**src/rtl/promediador_coherente_if.sv**
```systemverilog
// Handshake and data bundle for the coherent averager.
// master drives samples/start; slave is the averager.
interface promediador_coherente_if #(
  parameter int DW = 27,
  parameter int N  = 8,
  parameter int M  = 16
);
  localparam int AW = DW + $clog2(M);
  localparam int IW = $clog2(N);

  logic          start;
  logic          data_valid;
  logic [DW-1:0] data_in;
  logic          busy;
  logic [AW-1:0] data_out;
  logic          data_out_valid;
  logic [IW-1:0] data_out_index;
  logic          done;

  modport master (
    output start,
    output data_valid,
    output data_in,
    input  busy,
    input  data_out,
    input  data_out_valid,
    input  data_out_index,
    input  done
  );

  modport slave (
    input  start,
    input  data_valid,
    input  data_in,
    output busy,
    output data_out,
    output data_out_valid,
    output data_out_index,
    output done
  );
endinterface

```
**src/rtl/promediador_coherente.sv**
```systemverilog
// Coherent averager: sums M periods of an N-point stream
// point by point, then streams out the N per-point sums.
module promediador_coherente #(
  parameter int DW = 27,
  parameter int N  = 8,
  parameter int M  = 16
) (
  input logic                    clk,
  input logic                    reset,
  promediador_coherente_if.slave bus
);
  localparam int AW = DW + $clog2(M);
  localparam int IW = $clog2(N);
  localparam int PW = (M > 1) ? $clog2(M) : 1;

  typedef enum logic [1:0] {
    IDLE,
    ACCUM,
    DUMP
  } state_t;

  state_t        state_q;
  logic [IW-1:0] idx_q;
  logic [PW-1:0] per_q;
  logic [AW-1:0] buf_q [N];
  logic          busy_q;
  logic [AW-1:0] dout_q;
  logic          dvalid_q;
  logic [IW-1:0] didx_q;
  logic          done_q;

  logic          take_d;
  logic          last_idx_d;
  logic          last_per_d;
  logic [AW-1:0] sum_d;
  logic [IW-1:0] nxt_d;

  // Sample acceptance, wrap detection and the RMW sum.
  // First period overwrites, so stale data never leaks.
  always_comb begin
    take_d     = (state_q == ACCUM) && bus.data_valid;
    last_idx_d = (idx_q == IW'(N - 1));
    last_per_d = (per_q == PW'(M - 1));
    nxt_d      = didx_q + IW'(1);
    if (per_q == '0)
      sum_d = AW'(bus.data_in);
    else
      sum_d = buf_q[idx_q] + AW'(bus.data_in);
  end

  // Point buffer; no reset, the first period rewrites it.
  always_ff @(posedge clk) begin
    if (!reset && take_d)
      buf_q[idx_q] <= sum_d;
  end

  // Run control with registered outputs.
  // Word 0 is loaded on the last accepted sample so the
  // dump starts the very next cycle; buf_q[0] is already
  // final then because N >= 2.
  always_ff @(posedge clk) begin
    if (reset) begin
      state_q  <= IDLE;
      idx_q    <= '0;
      per_q    <= '0;
      busy_q   <= 1'b0;
      dout_q   <= '0;
      dvalid_q <= 1'b0;
      didx_q   <= '0;
      done_q   <= 1'b0;
    end else begin
      done_q <= 1'b0;
      unique case (state_q)
        IDLE: begin
          if (bus.start) begin
            state_q <= ACCUM;
            busy_q  <= 1'b1;
            idx_q   <= '0;
            per_q   <= '0;
          end
        end
        ACCUM: begin
          if (bus.data_valid) begin
            if (last_idx_d) begin
              idx_q <= '0;
              per_q <= per_q + PW'(1);
              if (last_per_d) begin
                state_q  <= DUMP;
                dout_q   <= buf_q[0];
                didx_q   <= '0;
                dvalid_q <= 1'b1;
              end
            end else begin
              idx_q <= idx_q + IW'(1);
            end
          end
        end
        DUMP: begin
          if (didx_q == IW'(N - 1)) begin
            state_q  <= IDLE;
            dvalid_q <= 1'b0;
            busy_q   <= 1'b0;
            done_q   <= 1'b1;
          end else begin
            dout_q <= buf_q[nxt_d];
            didx_q <= nxt_d;
          end
        end
        default: state_q <= IDLE;
      endcase
    end
  end

  assign bus.busy           = busy_q;
  assign bus.data_out       = dout_q;
  assign bus.data_out_valid = dvalid_q;
  assign bus.data_out_index = didx_q;
  assign bus.done           = done_q;
endmodule

```
**src/flat_wrapper.sv**
```systemverilog
// flat-port wrapper written by rule: the top's interface ports become plain ports
module promediador_coherente_flat 
#(
  parameter int DW = 27,
  parameter int N  = 8,
  parameter int M  = 16
)
  (clk, reset, bus_start, bus_data_valid, bus_data_in, bus_busy, bus_data_out, bus_data_out_valid, bus_data_out_index, bus_done);
  promediador_coherente_if #(.DW(DW), .N(N), .M(M)) bus_i ();
  input logic clk;
  input logic reset;
  input wire logic [$bits(bus_i.start)-1:0] bus_start;
  input wire logic [$bits(bus_i.data_valid)-1:0] bus_data_valid;
  input wire logic [$bits(bus_i.data_in)-1:0] bus_data_in;
  output wire logic [$bits(bus_i.busy)-1:0] bus_busy;
  output wire logic [$bits(bus_i.data_out)-1:0] bus_data_out;
  output wire logic [$bits(bus_i.data_out_valid)-1:0] bus_data_out_valid;
  output wire logic [$bits(bus_i.data_out_index)-1:0] bus_data_out_index;
  output wire logic [$bits(bus_i.done)-1:0] bus_done;
  assign bus_i.start = bus_start;
  assign bus_i.data_valid = bus_data_valid;
  assign bus_i.data_in = bus_data_in;
  assign bus_busy = bus_i.busy;
  assign bus_data_out = bus_i.data_out;
  assign bus_data_out_valid = bus_i.data_out_valid;
  assign bus_data_out_index = bus_i.data_out_index;
  assign bus_done = bus_i.done;
  promediador_coherente #(.DW(DW), .N(N), .M(M)) u_core (.clk(clk), .reset(reset), .bus(bus_i));
endmodule
```
**config.mk**
```make
export PLATFORM = sky130hd
export DESIGN_NAME = promediador_coherente_flat
export DESIGN_NICKNAME = d
export VERILOG_FILES = /design/src/rtl/promediador_coherente_if.sv /design/src/rtl/promediador_coherente.sv /design/src/flat_wrapper.sv
export SDC_FILE = /design/constraint.sdc
export NUM_CORES = 1
export LEC_CHECK = 0
export ABC_AREA = 1
export BUFFER_PORTS_ARGS = -buffer_cell sky130_fd_sc_hd__buf_2
export CAP_MARGIN = 20
export CORE_ASPECT_RATIO = 1.2
export CORE_MARGIN = 3
export CORE_UTILIZATION = 45
export DETAILED_ROUTE_END_ITERATION = 8
export SLEW_MARGIN = 0
export SYNTH_ARGS = -nofsm -noshare
export SYNTH_HDL_FRONTEND = slang
export SYNTH_SLANG_ARGS = --single-unit
```
**constraint.sdc**
```tcl
create_clock -name clk -period 9.64 [get_ports clk]
set_input_delay 1.928 -clock clk [delete_from_list [all_inputs] [get_ports clk]]
set_output_delay 1.928 -clock clk [all_outputs]
set_load 0.02 [all_outputs]
```
==> impl_metrics.toml <==
[outcome]
status = "complete, no violations"

[pwr]
p_leak_uw = 0.00661
p_clk_share_pct = 34.8
powerDensity_nw_per_um2 = 205
p_comb_share_pct = 23.5
power.share.switching_pct = 31.8
p_sw_uw = 1140
peakVddDrop_v = 0.000152
seq_power_share_pct = 41.8
finalPower_uw = 3590
p_int_uw = 2450

[cts]
cts_root_buf = "clkbuf_16"
cts-hold-fix-buffers = 0
cts_tree = "yes"
clockBufferDepth = 3
post_cts_resized = 0
htreeDepth = 2
clock_latency_ps = 520
cts_setup_buffers = 0
clk_pin_slew_ps = 60
numCtsBuffers = 34
cts_num_sinks = 297

[setup_path]
arrival_ps = 4550
slowest_stage = "dfxtp_2"
r2r_cells = 13
start_kind = "register"
cp_max_fo = 31
cp-endpoint = "u_core.buf_q[6][12]"
cp.required_ps = 9830
cpPeakStageDelay_ps = 800
crit_chain = "inv_1 -> buf_4 -> nor2_1 -> o21ai_0 -> a31oi_1 -> ha_1 -> inv_1 -> fa_1 -> o21ai_2 -> nand2_1 -> nand3_1 -> xnor2_1 -> o21ai_0"
r2r_slack_ps = 5280
r2r_end = "u_core.buf_q[6][12]"
critPathCaptureType = "register"
worst-setup-path-type = "reg -> reg"

[timing]
final_max_slew_viol_count = 0
fmax_ghz = 0.229
rsz0062_at_grt = "false"
min_period_ps = 4360
post-route-period-util_pct = 45.3
worst_clock_skew_ps = 22.2
hold_viol = 0
relSlewSlack_pct = 23.1
finalSetupViolCount = 0
finalSetupTns_ps = 0
timing.hold.ws_ps = 458
worstMarginPinSlew_ps = 1150

[route]
avgRoutedWirePerCell_microns = 20.9
ant_nets = 0
firstDrtPassIters = 7
num_vias = 13600
drc = 0
via_per_inst = 5.89
drt-total-wl_microns = 48400
drt_iter0_markers = 1362

[min_path]
min_path_type = "reg -> reg"

[logic_synthesis]
yosys.area_share.adder_pct = 2.74
async_flop_share_pct = 0
synthMuxAreaShare_pct = 0
avgSynthCellArea_sq_um = 8.69
synth_top_family_by_area = "compound AO/OA/AOI/OAI gates"
ys_seq_elements = 297
netlist_area_sq_um = 15800
syn-num-nets = 1885
synthXorXnorAreaFrac_pct = 0.443
synth_edf_count = 248
synth_cells = 1820
synth-simple-area-share_pct = 13.9
ys_seq_area_share_pct = 53.3
ys_warn_count = 0
ys_types = 45
synth_compound_area_share_pct = 23.0
synth_flop_cell = "edfxtp_1"

[die]
die_y_microns = 211
die_area_sq_um = 37400
start_util_pct = 46.1
die_w_microns = 177
coreArea_sq_um = 34400
placementRows = 74
boundaryPins = 68

[grt]
grt_pass1_vias = 12800
grt_max_degree = 111
grt_overflow_total = 0
track_usage_pct = 25.4
grt_pass1_wl_microns = 73300
antenna_found_initial = 0

[run]
maxCapViolations = 0

[place]
place_hpwl_microns = 28400
place_congestion = 0.968
numPortBuffers = 67

[finish]
num_antenna_cells = 0
final_util_pct = 51.0
nets = 1898
drive_gt1_share_pct = 9.63
area_delta_synth_final_pct = 10.8
[cell usage after synthesis (6+ instances only)]
cell type / number / area (sq um)
a22oi_1: 29 / 218
inv_1: 132 / 495
a21oi_1: 223 / 1120
nor2_1: 216 / 811
o21ai_1: 71 / 355
o21ai_0: 318 / 1590
nand2_1: 241 / 905
buf_2: 44 / 220
dfxtp_1: 49 / 981
nand3_1: 46 / 230
a31oi_1: 30 / 188
buf_1: 7 / 26.3
ha_1: 33 / 413
nand4_1: 6 / 37.5
edfxtp_1: 248 / 7450
clkbuf_1: 52 / 195
nand3b_1: 6 / 45.0
[stage by stage]
step	setup WS (ps)	cell area (sq um)	std cells
after floorplan	5480	15800	1820
after global placement	5300	16500	2253
after detailed placement	5330	16500	2253
after CTS	5300	17500	2314
after global routing	4940	17500	2314
final	5280	17500	2314
[kinds of logic (layout without fill, tap and decap cells)]
kind of cell,after synthesis,count (layout)
AOI/OAI and AO/OA,692,692
xor gates and xnor gates,8,8
adders and majority gates,34,34
buffers and inverters,253,291
DFF,297,297
and+or+nand+nor,536,536
[worst max-delay path: cells and delay by family (launching register included)]
kind,cells,cell delay [ps]
AOI/OAI and AO/OA,4,1280
DFF,1,800
buffers and inverters,3,780
adders and majority gates,2,650
and+or+nand+nor,3,390
xor gates and xnor gates,1,80
[final cells by class]
cell class                      count  area, sq um
Inverter                          139          526
Tap cell                          456          571
Clock inverter                     12         97.6
Sequential cell                   297         8430
Fill cell                        3189        16800
Multi-Input combinational cell   1270         6410
Clock buffer                       49          978
Timing Repair Buffer               91          515
[cell usage in the layout (no fill, tap or decap), drive strengths merged, types with 29 or more instances in the layout]
cell,count
buf,91
o21ai,391
nand3,49
dfxtp,49
nand2,243
inv,140
ha,33
a31oi,30
a21oi,223
edfxtp,248
clkbuf,49
a22oi,29
nor2,219
[sequential cells by signal, summed over array words and instances (netlist names), named ones only]
| name | flops |
|---|---|
| u_core.bus.done | 1 |
| u_core.bus.data_out_index | 3 |
| u_core.bus.data_out | 31 |
| u_core.per_q | 4 |
| u_core.bus.data_out_valid | 1 |
| u_core.buf_q | 248 |
| u_core.bus.busy | 1 |
| u_core.state_q | 2 |
| u_core.idx_q | 3 |
[how the worst min path moves through the flow]
stage	depth (start not counted)	end	slack [ps]	from
floorplan	2	u_core.per_q[0]	480	u_core.per_q[0]
global placement	2	u_core.bus.busy	450	u_core.bus.busy
detailed placement	2	u_core.bus.busy	450	u_core.bus.busy
CTS	2	u_core.bus.busy	460	u_core.bus.busy
global route	2	u_core.bus.busy	510	u_core.bus.busy
finish	2	u_core.bus.busy	460	u_core.bus.busy
[per-layer routing]
layer  wire length (microns)  global-route usage (%)  vias up
met4                    1240                    8.05        0
li1                        -                       -     6416
met3                    3500                    3.66       95
met2                   23000                    42.3      588
met5                       0                       0        -
met1                   20600                    34.4     6522
[power groups by stage]
stage	clock, uW	combinational, uW	sequential [uW]
detailed placement	0	829	1520
CTS	1270	833	1500
finish	1250	842	1500
floorplan	0	572	1540
global placement	0	824	1520
global route	1320	936	1500
Power figures use the tool's default switching activity.
